===== config.mk =====
export PLATFORM = sky130hd
export DESIGN_NAME = wb_slave_regfile
export DESIGN_NICKNAME = d
export VERILOG_FILES = /design/src/rtl/wb_slave_pkg.sv /design/src/rtl/wb_wait_cnt.sv /design/src/rtl/wb_slave_regfile.sv
export SDC_FILE = /design/constraint.sdc
export NUM_CORES = 1
export LEC_CHECK = 0
export BUFFER_PORTS_ARGS = -buffer_cell sky130_fd_sc_hd__buf_2
export CAP_MARGIN = 20
export CORE_ASPECT_RATIO = 1.4
export CORE_MARGIN = 8
export CORE_UTILIZATION = 50
export CTS_CLUSTER_DIAMETER = 100
export DETAILED_ROUTE_END_ITERATION = 8
export GPL_ROUTABILITY_DRIVEN = 0
export GPL_TIMING_DRIVEN = 0
export PLACE_DENSITY = 0.67
export SLEW_MARGIN = 20
export SYNTH_ARGS = -nofsm -noshare
export SYNTH_HDL_FRONTEND = slang
export SYNTH_SLANG_ARGS = --single-unit

===== constraint.sdc =====
create_clock -name clk_i -period 3.2 [get_ports clk_i]
set_clock_uncertainty 0.05 [all_clocks]
set_input_delay 0.16 -clock clk_i [delete_from_list [all_inputs] [get_ports clk_i]]
set_output_delay 0.16 -clock clk_i [all_outputs]
set_load 0.1 [all_outputs]

===== src/rtl/wb_slave_pkg.sv =====
// Shared types and constants for the Wishbone register-file responder.
package wb_slave_pkg;

  typedef enum logic [1:0] {
    IDLE = 2'd0,
    WAIT = 2'd1,
    ACK  = 2'd2
  } wb_slv_state_t;

  localparam int WS_CNT_WIDTH = 4;

endpackage


===== src/rtl/wb_wait_cnt.sv =====
// Loadable wait-state down-counter; zero flag is registered alongside the count.
module wb_wait_cnt
  import wb_slave_pkg::*;
(
  input  logic                    clk_i,
  input  logic                    rst_i,
  input  logic                    load,
  input  logic                    en,
  input  logic [WS_CNT_WIDTH-1:0] load_val,
  output logic                    zero
);

  localparam logic [WS_CNT_WIDTH-1:0] CNT_ZERO = {WS_CNT_WIDTH{1'b0}};
  localparam logic [WS_CNT_WIDTH-1:0] CNT_ONE  = {{(WS_CNT_WIDTH-1){1'b0}}, 1'b1};

  logic [WS_CNT_WIDTH-1:0] cnt_r;
  logic                    zero_r;

  // count register; zero flag predicts the value after the update
  always_ff @(posedge clk_i or negedge rst_i) begin
    if (!rst_i) begin
      cnt_r  <= CNT_ZERO;
      zero_r <= 1'b1;
    end else if (load) begin
      cnt_r  <= load_val;
      zero_r <= (load_val == CNT_ZERO);
    end else if (en) begin
      cnt_r  <= cnt_r - CNT_ONE;
      zero_r <= (cnt_r == CNT_ONE);
    end else begin
      cnt_r  <= cnt_r;
      zero_r <= zero_r;
    end
  end

  assign zero = zero_r;

endmodule


===== src/rtl/wb_slave_regfile.sv =====
// Wishbone classic-cycle responder backed by a small register file, with
// programmable wait states and a level interrupt from one register's bit 0.
module wb_slave_regfile
  import wb_slave_pkg::*;
#(
  parameter int ADDR_WIDTH  = 2,
  parameter int DATA_WIDTH  = 8,
  parameter int WAIT_STATES = 1,
  parameter int IRQ_ADDR    = 3
) (
  input  logic                  clk_i,
  input  logic                  rst_i,
  input  logic                  cyc_i,
  input  logic                  stb_i,
  input  logic                  we_i,
  input  logic [ADDR_WIDTH-1:0] adr_i,
  input  logic [DATA_WIDTH-1:0] dat_i,
  output logic [DATA_WIDTH-1:0] dat_o,
  output logic                  ack_o,
  output logic                  irq_o
);

  localparam int REG_COUNT = 2 ** ADDR_WIDTH;
  localparam logic [WS_CNT_WIDTH-1:0] WS_LOAD =
    (WAIT_STATES > 0) ? WS_CNT_WIDTH'(WAIT_STATES - 1) : {WS_CNT_WIDTH{1'b0}};
  localparam logic [ADDR_WIDTH-1:0] IRQ_IDX = ADDR_WIDTH'(IRQ_ADDR);
  localparam logic [DATA_WIDTH-1:0] DATA_ZERO = {DATA_WIDTH{1'b0}};

  if (WAIT_STATES < 0 || WAIT_STATES > 15) begin : g_bad_wait_states
    $error("wb_slave_regfile: WAIT_STATES must be in 0..15");
  end
  if (IRQ_ADDR < 0 || IRQ_ADDR >= REG_COUNT) begin : g_bad_irq_addr
    $error("wb_slave_regfile: IRQ_ADDR outside the register file");
  end

  wb_slv_state_t state_r, state_nxt_s;

  logic                  req_s;
  logic                  capture_s;
  logic                  commit_s;
  logic                  cnt_load_s;
  logic                  cnt_en_s;
  logic                  cnt_zero_s;
  logic                  we_cap_r;
  logic [ADDR_WIDTH-1:0] adr_cap_r;
  logic [DATA_WIDTH-1:0] dat_cap_r;
  logic [ADDR_WIDTH-1:0] rd_adr_s;
  logic [DATA_WIDTH-1:0] rd_data_s;
  logic [DATA_WIDTH-1:0] regs_r [REG_COUNT];
  logic [DATA_WIDTH-1:0] dat_r;
  logic                  ack_r;
  logic                  irq_r;

  assign req_s = cyc_i & stb_i;

  wb_wait_cnt u_wait_cnt (
    .clk_i    (clk_i),
    .rst_i    (rst_i),
    .load     (cnt_load_s),
    .en       (cnt_en_s),
    .load_val (WS_LOAD),
    .zero     (cnt_zero_s)
  );

  // state register
  always_ff @(posedge clk_i or negedge rst_i) begin
    if (!rst_i) begin
      state_r <= IDLE;
    end else begin
      state_r <= state_nxt_s;
    end
  end

  // next-state, counter control, capture and commit strobes
  always_comb begin
    state_nxt_s = state_r;
    capture_s   = 1'b0;
    commit_s    = 1'b0;
    cnt_load_s  = 1'b0;
    cnt_en_s    = 1'b0;
    case (state_r)
      IDLE: begin
        if (req_s) begin
          capture_s   = 1'b1;
          cnt_load_s  = 1'b1;
          state_nxt_s = (WAIT_STATES == 0) ? ACK : WAIT;
        end else begin
          state_nxt_s = IDLE;
        end
      end
      WAIT: begin
        if (!req_s) begin
          state_nxt_s = IDLE;
        end else if (cnt_zero_s) begin
          state_nxt_s = ACK;
        end else begin
          cnt_en_s    = 1'b1;
          state_nxt_s = WAIT;
        end
      end
      ACK: begin
        // a request dropped during ACK still ends the ack but loses the write
        commit_s    = req_s;
        state_nxt_s = IDLE;
      end
      default: begin
        state_nxt_s = IDLE;
      end
    endcase
  end

  // request capture on acceptance in IDLE
  always_ff @(posedge clk_i or negedge rst_i) begin
    if (!rst_i) begin
      we_cap_r  <= 1'b0;
      adr_cap_r <= {ADDR_WIDTH{1'b0}};
      dat_cap_r <= DATA_ZERO;
    end else if (capture_s) begin
      we_cap_r  <= we_i;
      adr_cap_r <= adr_i;
      dat_cap_r <= dat_i;
    end else begin
      we_cap_r  <= we_cap_r;
      adr_cap_r <= adr_cap_r;
      dat_cap_r <= dat_cap_r;
    end
  end

  // with zero wait states ACK is entered from IDLE, before the capture lands
  always_comb begin
    rd_adr_s  = adr_cap_r;
    if (state_r == IDLE) begin
      rd_adr_s = adr_i;
    end else begin
      rd_adr_s = adr_cap_r;
    end
    rd_data_s = regs_r[rd_adr_s];
  end

  // register file write and interrupt level, updated on the same commit edge
  always_ff @(posedge clk_i or negedge rst_i) begin
    if (!rst_i) begin
      for (int i = 0; i < REG_COUNT; i++) begin
        regs_r[i] <= DATA_ZERO;
      end
      irq_r <= 1'b0;
    end else if (commit_s && we_cap_r) begin
      regs_r[adr_cap_r] <= dat_cap_r;
      if (adr_cap_r == IRQ_IDX) begin
        irq_r <= dat_cap_r[0];
      end else begin
        irq_r <= irq_r;
      end
    end else begin
      irq_r <= irq_r;
    end
  end

  // registered ack pulse and read data, forced to zero outside ACK
  always_ff @(posedge clk_i or negedge rst_i) begin
    if (!rst_i) begin
      ack_r <= 1'b0;
      dat_r <= DATA_ZERO;
    end else if (state_nxt_s == ACK) begin
      ack_r <= 1'b1;
      dat_r <= rd_data_s;
    end else begin
      ack_r <= 1'b0;
      dat_r <= DATA_ZERO;
    end
  end

  assign ack_o = ack_r;
  assign dat_o = dat_r;
  assign irq_o = irq_r;

endmodule


==> impl_results.html, run 1 <==
<table>
<tr><th>Metric</th><th>Value</th></tr>
<tr><th colspan="2">STA</th></tr>
<tr><td>Worst-case headroom to the max-slew limit</td><td>0.511</td></tr>
<tr><td>Final period util</td><td>0.611</td></tr>
<tr><td>Worst Max-Slew Pin Slew</td><td>0.734 ns</td></tr>
<tr><td>Pins Over Slew Limit</td><td>0</td></tr>
<tr><td>Unrepaired setup endpoints after global routing</td><td>false</td></tr>
<tr><td>Final critical path time including I/O delays and setup</td><td>1.95 ns</td></tr>
<tr><td>Setup Viol. Count Final</td><td>0</td></tr>
<tr><td>Post-Route Setup TNS</td><td>0 ns</td></tr>
<tr><td>Max Fclk</td><td>512 MHz</td></tr>
<tr><td>Number of hold-slack violations in the final timing report</td><td>0</td></tr>
<tr><th colspan="2">Worst setup path</th></tr>
<tr><td>Cell count of the worst reg-to-reg path</td><td>4</td></tr>
<tr><td>Number of buffer and inverter instances along the worst setup path</td><td>2</td></tr>
<tr><td>Setup slack of the worst register-to-register path</td><td>1.25 ns</td></tr>
<tr><td>Largest stage delay on the critical path</td><td>around 0.54 ns</td></tr>
<tr><td>CP Max Fanout</td><td>10</td></tr>
<tr><td>Beginning of the worst register-to-register path</td><td>state_r[0]$_DFF_PN0_</td></tr>
<tr><td>Series of cell instances along the critical path</td><td>buf_2, nor3_2, buf_2, mux2_2</td></tr>
<tr><td>Type of element capturing the critical path</td><td>flop</td></tr>
<tr><td>CP Data Arrival Time</td><td>2.11 ns</td></tr>
<tr><td>CP required</td><td>3.36 ns</td></tr>
<tr><td>Worst setup path class</td><td>reg -&gt; reg</td></tr>
<tr><td>Crit path max-delay cell type</td><td>sky130_fd_sc_hd__nor3_2</td></tr>
<tr><td>Dominant delay contributor by cell family on the critical path</td><td>simple AND/OR/NAND/NOR gates</td></tr>
<tr><td>Critical path launch point type</td><td>flop</td></tr>
<tr><td>Dominant cell type by count on the critical path</td><td>sky130_fd_sc_hd__buf_2</td></tr>
<tr><td>Worst reg2reg endpoint</td><td>dat_cap_r[4]$_DFFE_PN0P_</td></tr>
<tr><th colspan="2">Clock tree</th></tr>
<tr><td>Number of H-tree branching levels</td><td>3</td></tr>
<tr><td>Number of buffers added by the clock tree synthesis step</td><td>9</td></tr>
<tr><td>Worst-Skew Late Latency</td><td>0.32 ns</td></tr>
<tr><td>Register clock-pin slew on the reported worst setup and hold paths</td><td>0.06 ns</td></tr>
<tr><td>TritonCTS clock tree</td><td>built</td></tr>
<tr><td>Clock root buffer master</td><td>sky130_fd_sc_hd__clkbuf_8</td></tr>
<tr><td>Number of setup buffers added after CTS</td><td>0</td></tr>
<tr><td>Maximum buffer depth of the clock tree</td><td>2</td></tr>
<tr><td>Clock sink total</td><td>just under 60</td></tr>
<tr><th colspan="2">Synthesis</th></tr>
<tr><td>Mean instance size in the synthesized netlist</td><td>14.8 um2</td></tr>
<tr><td>Number of synthesized register bits</td><td>59</td></tr>
<tr><td>Synth area leader</td><td>sky130_fd_sc_hd__dfrtp_1</td></tr>
<tr><td>Yosys warning total</td><td>0</td></tr>
<tr><td>Synth cell types</td><td>30</td></tr>
<tr><td>Largest cells by area after synthesis</td><td>sky130_fd_sc_hd__dfrtp_1 (58%), sky130_fd_sc_hd__mux2_2 (19%), sky130_fd_sc_hd__mux2i_1 (6.4%), sky130_fd_sc_hd__o22ai_1 (2.0%), sky130_fd_sc_hd__nor3_4 (1.3%)</td></tr>
<tr><td>Commonest cells in the netlist</td><td>sky130_fd_sc_hd__dfrtp_1 (58), sky130_fd_sc_hd__mux2_2 (43), sky130_fd_sc_hd__mux2i_1 (16)</td></tr>
<tr><td>Number of flops mapped to enable cells by yosys</td><td>0</td></tr>
<tr><td>Post-Syn Instances</td><td>169</td></tr>
<tr><td>Netlist area before placement</td><td>~0.0025 mm2</td></tr>
<tr><td>Synth Net Count</td><td>186</td></tr>
<tr><td>Dominant synthesized flop cell</td><td>sky130_fd_sc_hd__dfrtp_1</td></tr>
<tr><td>Fraction of synthesized cell area taken by the top area cell type</td><td>0.581</td></tr>
<tr><td>Sequential element share of the synthesized area</td><td>0.592</td></tr>
<tr><td>Cell with the most instances after synthesis</td><td>sky130_fd_sc_hd__dfrtp_1</td></tr>
<tr><td>Fraction of registers with async set or reset after synthesis</td><td>1.00</td></tr>
<tr><th colspan="2">Place</th></tr>
<tr><td>Cell count after placement</td><td>257</td></tr>
<tr><td>Post-Place Cell Area</td><td>between 0.002 and 0.003 mm2</td></tr>
<tr><td>Number of buffer cells added on primary ports</td><td>24</td></tr>
<tr><td>Post-detail-place hpwl</td><td>3.12 mm</td></tr>
<tr><th colspan="2">Status</th></tr>
<tr><td>Outcome</td><td>finished clean</td></tr>
<tr><th colspan="2">Detailed routing</th></tr>
<tr><td>Via/cell ratio</td><td>5.35</td></tr>
<tr><td>Number of remaining DRC errors</td><td>0</td></tr>
<tr><td>Final Routed Wirelength</td><td>4.72 mm</td></tr>
<tr><td>Mean routed wirelength per cell</td><td>17.2 um</td></tr>
<tr><td>Number of violations reported at the end of detailed-routing iteration 0</td><td>61</td></tr>
<tr><td>Vias</td><td>1470</td></tr>
<tr><td>Pre-antenna DRT Iters</td><td>2</td></tr>
<tr><td>Number of routed nets with antenna violations</td><td>0</td></tr>
<tr><th colspan="2">Cells and area</th></tr>
<tr><td>Number of diodes</td><td>0</td></tr>
<tr><td>Final layout net count</td><td>223</td></tr>
<tr><td>Layout overhead on the synthesized area</td><td>18.0%</td></tr>
<tr><td>Final design area excluding fillers</td><td>0.00295 mm2</td></tr>
<tr><td># fillers</td><td>about 400</td></tr>
<tr><td>Count of placed standard cells in the final layout, fillers left out</td><td>around 280</td></tr>
<tr><td>Share of post-route cells with drive strength above 1</td><td>0.464</td></tr>
<tr><th colspan="2">Floorplan</th></tr>
<tr><td>Starting utilization of the core area</td><td>0.516</td></tr>
<tr><td>Height of the die</td><td>99.6 um</td></tr>
<tr><td>Horizontal die dimension</td><td>75.7 um</td></tr>
<tr><td>Total number of placement rows</td><td>30</td></tr>
<tr><td>Core Area</td><td>0.00484 mm2</td></tr>
<tr><td>Die ar.</td><td>between 0.007 and 0.008 mm2</td></tr>
<tr><td>Total I/O pin count</td><td>25</td></tr>
<tr><th colspan="2">Power</th></tr>
<tr><td>Power density over the cells</td><td>595 mW/mm2</td></tr>
<tr><td>Static power due to leakage</td><td>1.45 nW</td></tr>
<tr><td>Final total power</td><td>1.75 mW</td></tr>
<tr><td>Max IR drop VDD</td><td>0.365 mV</td></tr>
<tr><th colspan="2">Global route</th></tr>
<tr><td>Global-route usage over all layers</td><td>0.141</td></tr>
<tr><td>Vias in the first global route</td><td>1598</td></tr>
<tr><td>Wire length of the first global-routing pass</td><td>7.80 mm</td></tr>
<tr><td>Initial antenna violation count</td><td>0</td></tr>
<tr><td>Remaining global-route overflow</td><td>0</td></tr>
<tr><td>Largest net degree at the start of global routing</td><td>60</td></tr>
<tr><th colspan="2">Flow run</th></tr>
<tr><td>MaxCap Viol Count</td><td>0</td></tr>
<tr><th colspan="2">Min path</th></tr>
<tr><td>Worst hold start</td><td>dat_i[1]</td></tr>
<tr><td>Count of cells along the worst hold path</td><td>2</td></tr>
<tr><td>Class of the tightest hold or removal check</td><td>in -&gt; reg</td></tr>
<tr><td>Hold endpoint</td><td>dat_cap_r[1]$_DFFE_PN0P_</td></tr>
</table>
## metal layers
metal / wire length (um) / up-vias / share of wire / track usage
met4: 76 / 0 / 0.016 / 0.0743
met5: 0 / - / 0 / 0
met3: 217 / 7 / 0.046 / 0.0423
li1: - / 687 / - / -
met2: 2470 / 23 / 0.52 / 0.221
met1: 1960 / 753 / 0.42 / 0.165
## logic make-up (layout without fill, tap and decap cells)
| family | Yosys count | in the layout | share of synthesized area |
|---|---|---|---|
| XOR/XNOR | 3 | 3 | 0.0105 |
| adder cells (fa/ha/maj) | 2 | 2 | 0.0100 |
| buffers and inverters | 6 | 48 | 0.0145 |
| flip-flops | 59 | 59 | 0.592 |
| multiplexers | 60 | 60 | 0.267 |
| AO/OA/AOI/OAI | 10 | 10 | 0.0261 |
| AND/OR/NAND/NOR | 29 | 29 | 0.0802 |
## power breakdown
part           switching (mW)  total [mW]  internal [mW]
sequential             0.0529       0.851          0.798
combinational          0.0745       0.150         0.0751
clock                   0.276       0.752          0.477
## cell usage in the layout (no fill, tap or decap), types with 2 or more instances in the layout
cell and count:
sky130_fd_sc_hd__nor2_2 2, sky130_fd_sc_hd__inv_1 2, sky130_fd_sc_hd__o22ai_1 8, sky130_fd_sc_hd__dfrtp_1 58, sky130_fd_sc_hd__bufinv_16 2, sky130_fd_sc_hd__xnor2_1 3, sky130_fd_sc_hd__nand3_1 2, sky130_fd_sc_hd__clkbuf_8 11
sky130_fd_sc_hd__mux2_2 43, sky130_fd_sc_hd__nor2_1 7, sky130_fd_sc_hd__and3_1 2, sky130_fd_sc_hd__clkinv_2 3, sky130_fd_sc_hd__dlygate4sd3_1 2, sky130_fd_sc_hd__ha_1 2, sky130_fd_sc_hd__mux2i_1 16, sky130_fd_sc_hd__buf_2 25
sky130_fd_sc_hd__nand4b_1 2, sky130_fd_sc_hd__buf_4 2, sky130_fd_sc_hd__nor3_4 2, sky130_fd_sc_hd__nand2_1 3
## registers in the layout, summed over array words and instances (netlist names)
name and count:
state_r 2, regs_r 32, u_wait_cnt.zero 1, adr_cap_r 2, ack_o 1, dat_o 8, u_wait_cnt.cnt_r 4, we_cap_r 1
dat_cap_r 8
## per-stage QoR
step	util	setup WS, ns	hold WS (ns)
floorplan	-	1.49	-0.186
global placement	0.557	1.21	0.341
detailed placement	0.558	1.20	0.219
CTS	0.609	1.19	0.000829
global route	0.609	1.12	0.00613
finish	0.609	1.25	0.0158
## final cells by class
cell class,instances,area [um2],area share
inverter,2,7.51,0.00255
timing repair buffer,26,143,0.0484
clock inverter,5,75.1,0.0255
tap,64,80.1,0.0272
clock buffer,11,151,0.0514
sequential,59,1480,0.501
buffer,4,28.8,0.00977
multi-input combinational,104,983,0.334
## worst register-to-register path: stages, from the launching register on
cell                      delay (ns)
sky130_fd_sc_hd__dfrtp_1        0.35
sky130_fd_sc_hd__buf_2          0.17
sky130_fd_sc_hd__nor3_2         0.54
sky130_fd_sc_hd__buf_2          0.36
sky130_fd_sc_hd__mux2_2         0.37
## what timing repair did
action                    4_1_cts  5_1_grt
resized for setup               0        0
hold buffers                    2        0
hold endpoints to repair       59        0
## worst max-delay path by stage
stage                                          end  slack (ns)                 start  depth (start not counted)
final                     dat_cap_r[4]$_DFFE_PN0P_        1.25  state_r[0]$_DFF_PN0_                          4
after global routing      dat_cap_r[4]$_DFFE_PN0P_        1.12  state_r[0]$_DFF_PN0_                          4
after CTS                 adr_cap_r[0]$_DFFE_PN0P_        1.19  state_r[0]$_DFF_PN0_                          4
after detailed placement  dat_cap_r[4]$_DFFE_PN0P_        1.20  state_r[0]$_DFF_PN0_                          4
after global placement    dat_cap_r[5]$_DFFE_PN0P_        1.21  state_r[0]$_DFF_PN0_                          4
after floorplan                 dat_o[0]$_DFF_PN0_        1.49  state_r[0]$_DFF_PN0_                          6
Note: power is estimated with default switching activity, not from simulation.
==> inputs of run 2 (changes only) <==
==> constraint.sdc (replaced) <==
create_clock -name clk_i -period 1.8 [get_ports clk_i]
set_clock_uncertainty 0.05 [all_clocks]
set_input_delay 0.09 -clock clk_i [delete_from_list [all_inputs] [get_ports clk_i]]
set_output_delay 0.09 -clock clk_i [all_outputs]
set_load 0.1 [all_outputs]
==> impl_results.html, run 2 (synthesis results as in run 1) <==
<table>
<tr><th>Metric</th><th>Value</th></tr>
<tr><th colspan="2">STA</th></tr>
<tr><td>Setup Viol. Count Final</td><td>0 (unchanged)</td></tr>
<tr><td>Fin Hold WS</td><td>0.0119 ns (-0.00394 ns)</td></tr>
<tr><td>Number of hold-slack violations in the final timing report</td><td>0 (unchanged)</td></tr>
<tr><td>Pins Over Slew Limit</td><td>0 (unchanged)</td></tr>
<tr><td>Final period util</td><td>0.944 (+0.333)</td></tr>
<tr><td>Post-Route Setup TNS</td><td>0 ns (unchanged)</td></tr>
<tr><td>Worst Max-Slew Pin Slew</td><td>0.736 ns (+0.00255 ns)</td></tr>
<tr><td>Worst-case headroom to the max-slew limit</td><td>0.509 (-0.00170)</td></tr>
<tr><td>Final critical path time including I/O delays and setup</td><td>1.70 ns (-0.255 ns)</td></tr>
<tr><td>Max Fclk</td><td>588 MHz (+15%)</td></tr>
<tr><th colspan="2">Worst setup path</th></tr>
<tr><td>Series of cell instances along the critical path</td><td>nand3_1, nor3_4, buf_4, mux2_2</td></tr>
<tr><td>Worst setup path class</td><td>reg -&gt; reg</td></tr>
<tr><td>Crit path max-delay cell type</td><td>sky130_fd_sc_hd__dfrtp_1</td></tr>
<tr><td>Dominant delay contributor by cell family on the critical path</td><td>flip-flops</td></tr>
<tr><td>Critical path launch point type</td><td>flop</td></tr>
<tr><td>CP Max Fanout</td><td>5 (-5)</td></tr>
<tr><td>Number of buffer and inverter instances along the worst setup path</td><td>1 (-1)</td></tr>
<tr><td>CP Data Arrival Time</td><td>1.86 ns (-0.25 ns)</td></tr>
<tr><td>CP required</td><td>1.96 ns (-1.40 ns)</td></tr>
<tr><td>Largest stage delay on the critical path</td><td>0.54 ns (about the same)</td></tr>
<tr><td>Type of element capturing the critical path</td><td>flop</td></tr>
<tr><td>Setup slack of the worst register-to-register path</td><td>0.10 ns (-1.15 ns)</td></tr>
<tr><th colspan="2">Detailed routing</th></tr>
<tr><td>Number of routed nets with antenna violations</td><td>0 (unchanged)</td></tr>
<tr><td>Mean routed wirelength per cell</td><td>16.7 um (-2.7%)</td></tr>
<tr><td>Pre-antenna DRT Iters</td><td>4 (+2)</td></tr>
<tr><td>Number of remaining DRC errors</td><td>0 (unchanged)</td></tr>
<tr><td>Vias</td><td>1546 (+5.2%)</td></tr>
<tr><td>Detailed route wirelength on metal2</td><td>2.57 mm (+4.1%)</td></tr>
<tr><td>Highest metal layer with signal wires</td><td>met4</td></tr>
<tr><td>Metal3 WL</td><td>209 um (-3.7%)</td></tr>
<tr><td>Number of violations reported at the end of detailed-routing iteration 0</td><td>61 (unchanged)</td></tr>
<tr><td>Via/cell ratio</td><td>5.31 (-0.61%)</td></tr>
<tr><td>Met1 Wirelength</td><td>1.97 mm (+0.26%)</td></tr>
<tr><td>Final Routed Wirelength</td><td>4.86 mm (+2.9%)</td></tr>
<tr><th colspan="2">Floorplan</th></tr>
<tr><td>Starting utilization of the core area</td><td>0.516 (unchanged)</td></tr>
<tr><td>Horizontal die dimension</td><td>75.7 um (unchanged)</td></tr>
<tr><td>Total number of placement rows</td><td>30 (unchanged)</td></tr>
<tr><td>Total I/O pin count</td><td>25 (unchanged)</td></tr>
<tr><td>Core Area</td><td>0.00484 mm2 (unchanged)</td></tr>
<tr><td>Height of the die</td><td>99.6 um (unchanged)</td></tr>
<tr><td>Die ar.</td><td>0.00754 mm2 (unchanged)</td></tr>
<tr><th colspan="2">Cells and area</th></tr>
<tr><td>Max FFs per register</td><td>32 (unchanged)</td></tr>
<tr><td>Final layout net count</td><td>239 (+7.2%)</td></tr>
<tr><td>Most frequent cells in the layout</td><td>sky130_fd_sc_hd__dfrtp_1 (57), sky130_fd_sc_hd__mux2_2 (43), sky130_fd_sc_hd__buf_2 (24)</td></tr>
<tr><td>Number of diodes</td><td>0 (unchanged)</td></tr>
<tr><td>Share of post-route cells with drive strength above 1</td><td>0.471 (+0.00691)</td></tr>
<tr><td>Largest register by flop count</td><td>regs_r</td></tr>
<tr><td>Final Util</td><td>0.644 (+0.0354)</td></tr>
<tr><td>Most common cell after layout, fill and taps aside</td><td>sky130_fd_sc_hd__dfrtp_1</td></tr>
<tr><td>Layout overhead on the synthesized area</td><td>24.8%</td></tr>
<tr><td>Area used by multi-input combinational logic</td><td>0.00100 mm2 (+2.2%)</td></tr>
<tr><td># fillers</td><td>368 (-6.4%)</td></tr>
<tr><td>Total area of sequential cells</td><td>0.00148 mm2 (about the same)</td></tr>
<tr><th colspan="2">Clock tree</th></tr>
<tr><td>Clock root buffer master</td><td>sky130_fd_sc_hd__clkbuf_8</td></tr>
<tr><td>TritonCTS clock tree</td><td>built</td></tr>
<tr><td>Maximum buffer depth of the clock tree</td><td>2 (unchanged)</td></tr>
<tr><td>Register clock-pin slew on the reported worst setup and hold paths</td><td>0.06 ns (about the same)</td></tr>
<tr><td>Clock sink total</td><td>59 (unchanged)</td></tr>
<tr><td>Worst-Skew Late Latency</td><td>0.33 ns (about the same)</td></tr>
<tr><td>Number of buffers added by the clock tree synthesis step</td><td>9 (unchanged)</td></tr>
<tr><td>Number of H-tree branching levels</td><td>3 (unchanged)</td></tr>
<tr><th colspan="2">Place</th></tr>
<tr><td>Post-detail-place hpwl</td><td>3.12 mm (unchanged)</td></tr>
<tr><td>Number of buffer cells added on primary ports</td><td>24 (unchanged)</td></tr>
<tr><th colspan="2">Min path</th></tr>
<tr><td>Class of the tightest hold or removal check</td><td>in -&gt; reg</td></tr>
<tr><th colspan="2">Power</th></tr>
<tr><td>Max IR drop VDD</td><td>0.649 mV (+78%)</td></tr>
<tr><td>Power density over the cells</td><td>1010 mW/mm2 (+70%)</td></tr>
<tr><td>Static power due to leakage</td><td>1.52 nW (+5.0%)</td></tr>
<tr><td>Final total power</td><td>3.15 mW (+80%)</td></tr>
<tr><th colspan="2">Global route</th></tr>
<tr><td>Largest net degree at the start of global routing</td><td>60 (unchanged)</td></tr>
<tr><td>Global-route usage over all layers</td><td>0.147 (+0.00597)</td></tr>
<tr><td>Remaining global-route overflow</td><td>0 (unchanged)</td></tr>
<tr><td>Wire length of the first global-routing pass</td><td>8.18 mm (+4.9%)</td></tr>
<tr><td>Vias in the first global route</td><td>1672 (+4.6%)</td></tr>
<tr><td>Initial antenna violation count</td><td>0 (unchanged)</td></tr>
<tr><th colspan="2">Flow run</th></tr>
<tr><td>MaxCap Viol Count</td><td>0 (unchanged)</td></tr>
<tr><th colspan="2">Status</th></tr>
<tr><td>Outcome</td><td>finished clean</td></tr>
</table>
-- run 2: cell count changes in the layout (fill, tap and decap cells not counted), sizes merged --
| cell | change |
|---|---|
| buf | +7 |
| dlygate4sd3 | +9 |
-- run 2: where the power goes --
part	leakage (nW)	internal (mW)	switching (mW)
clock	0.119	0.847	0.494
sequential	0.791	1.42	0.0966
combinational	0.613	0.154	0.138
-- run 2: worst register-to-register path, cell delays in order, from the launching register on --
cell	delay, ns
sky130_fd_sc_hd__dfrtp_1	0.54
sky130_fd_sc_hd__nand3_1	0.25
sky130_fd_sc_hd__nor3_4	0.23
sky130_fd_sc_hd__buf_4	0.18
sky130_fd_sc_hd__mux2_2	0.34
-- run 2: worst paths after layout --
path | start | to | cells after the start
setup / recovery | adr_cap_r[0]$_DFFE_PN0P_ | regs_r[18]$_DFFE_PN0P_ | 4
hold / removal | adr_i[0] | adr_cap_r[0]$_DFFE_PN0P_ | 2
setup reg to reg | adr_cap_r[0]$_DFFE_PN0P_ | regs_r[18]$_DFFE_PN0P_ | 4
hold reg to reg | regs_r[28]$_DFFE_PN0P_ | regs_r[28]$_DFFE_PN0P_ | 1
max in group asynchronous | rst_i | state_r[1]$_DFF_PN0_ | 2
min in group asynchronous | rst_i | dat_o[6]$_DFF_PN0_ | 2
-- run 2: cell type report --
class	instances	area share
sequential	59	0.474
multi-input combinational	104	0.322
clock inverter	5	0.0241
inverter	2	0.00241
buffer	4	0.0100
tap	64	0.0257
timing repair buffer	42	0.0927
clock buffer	11	0.0486
-- run 2: metal layers --
| metal | global-route usage | up-vias |
|---|---|---|
| met2 | 0.229 | 26 |
| met5 | 0 | - |
| met3 | 0.0413 | 12 |
| met1 | 0.177 | 790 |
| li1 | - | 718 |
| met4 | 0.0758 | 0 |
-- run 2: timing repair --
| item | in CTS | in global routing |
|---|---|---|
| hold buffers | 11 | 0 |
| pin swaps | 2 | 0 |
| endpoints found under the setup margin | 44 | 24 |
| endpoints found under the hold margin | 68 | 0 |
| setup buffers | 7 | 0 |
| resized for setup | 2 | 6 |
-- run 2: through the flow --
| stage | cells | instance area (um2) | setup WS [ns] |
|---|---|---|---|
| 3_5_place_dp | 257 | 2700 | -0.198 |
| 2_1_floorplan | 169 | 2500 | 0.0895 |
| 6_report | 291 | 3120 | 0.100 |
| 4_1_cts | 291 | 3100 | 0.0290 |
| 3_3_place_gp | 257 | 2700 | -0.188 |
| 5_1_grt | 291 | 3120 | -0.00573 |
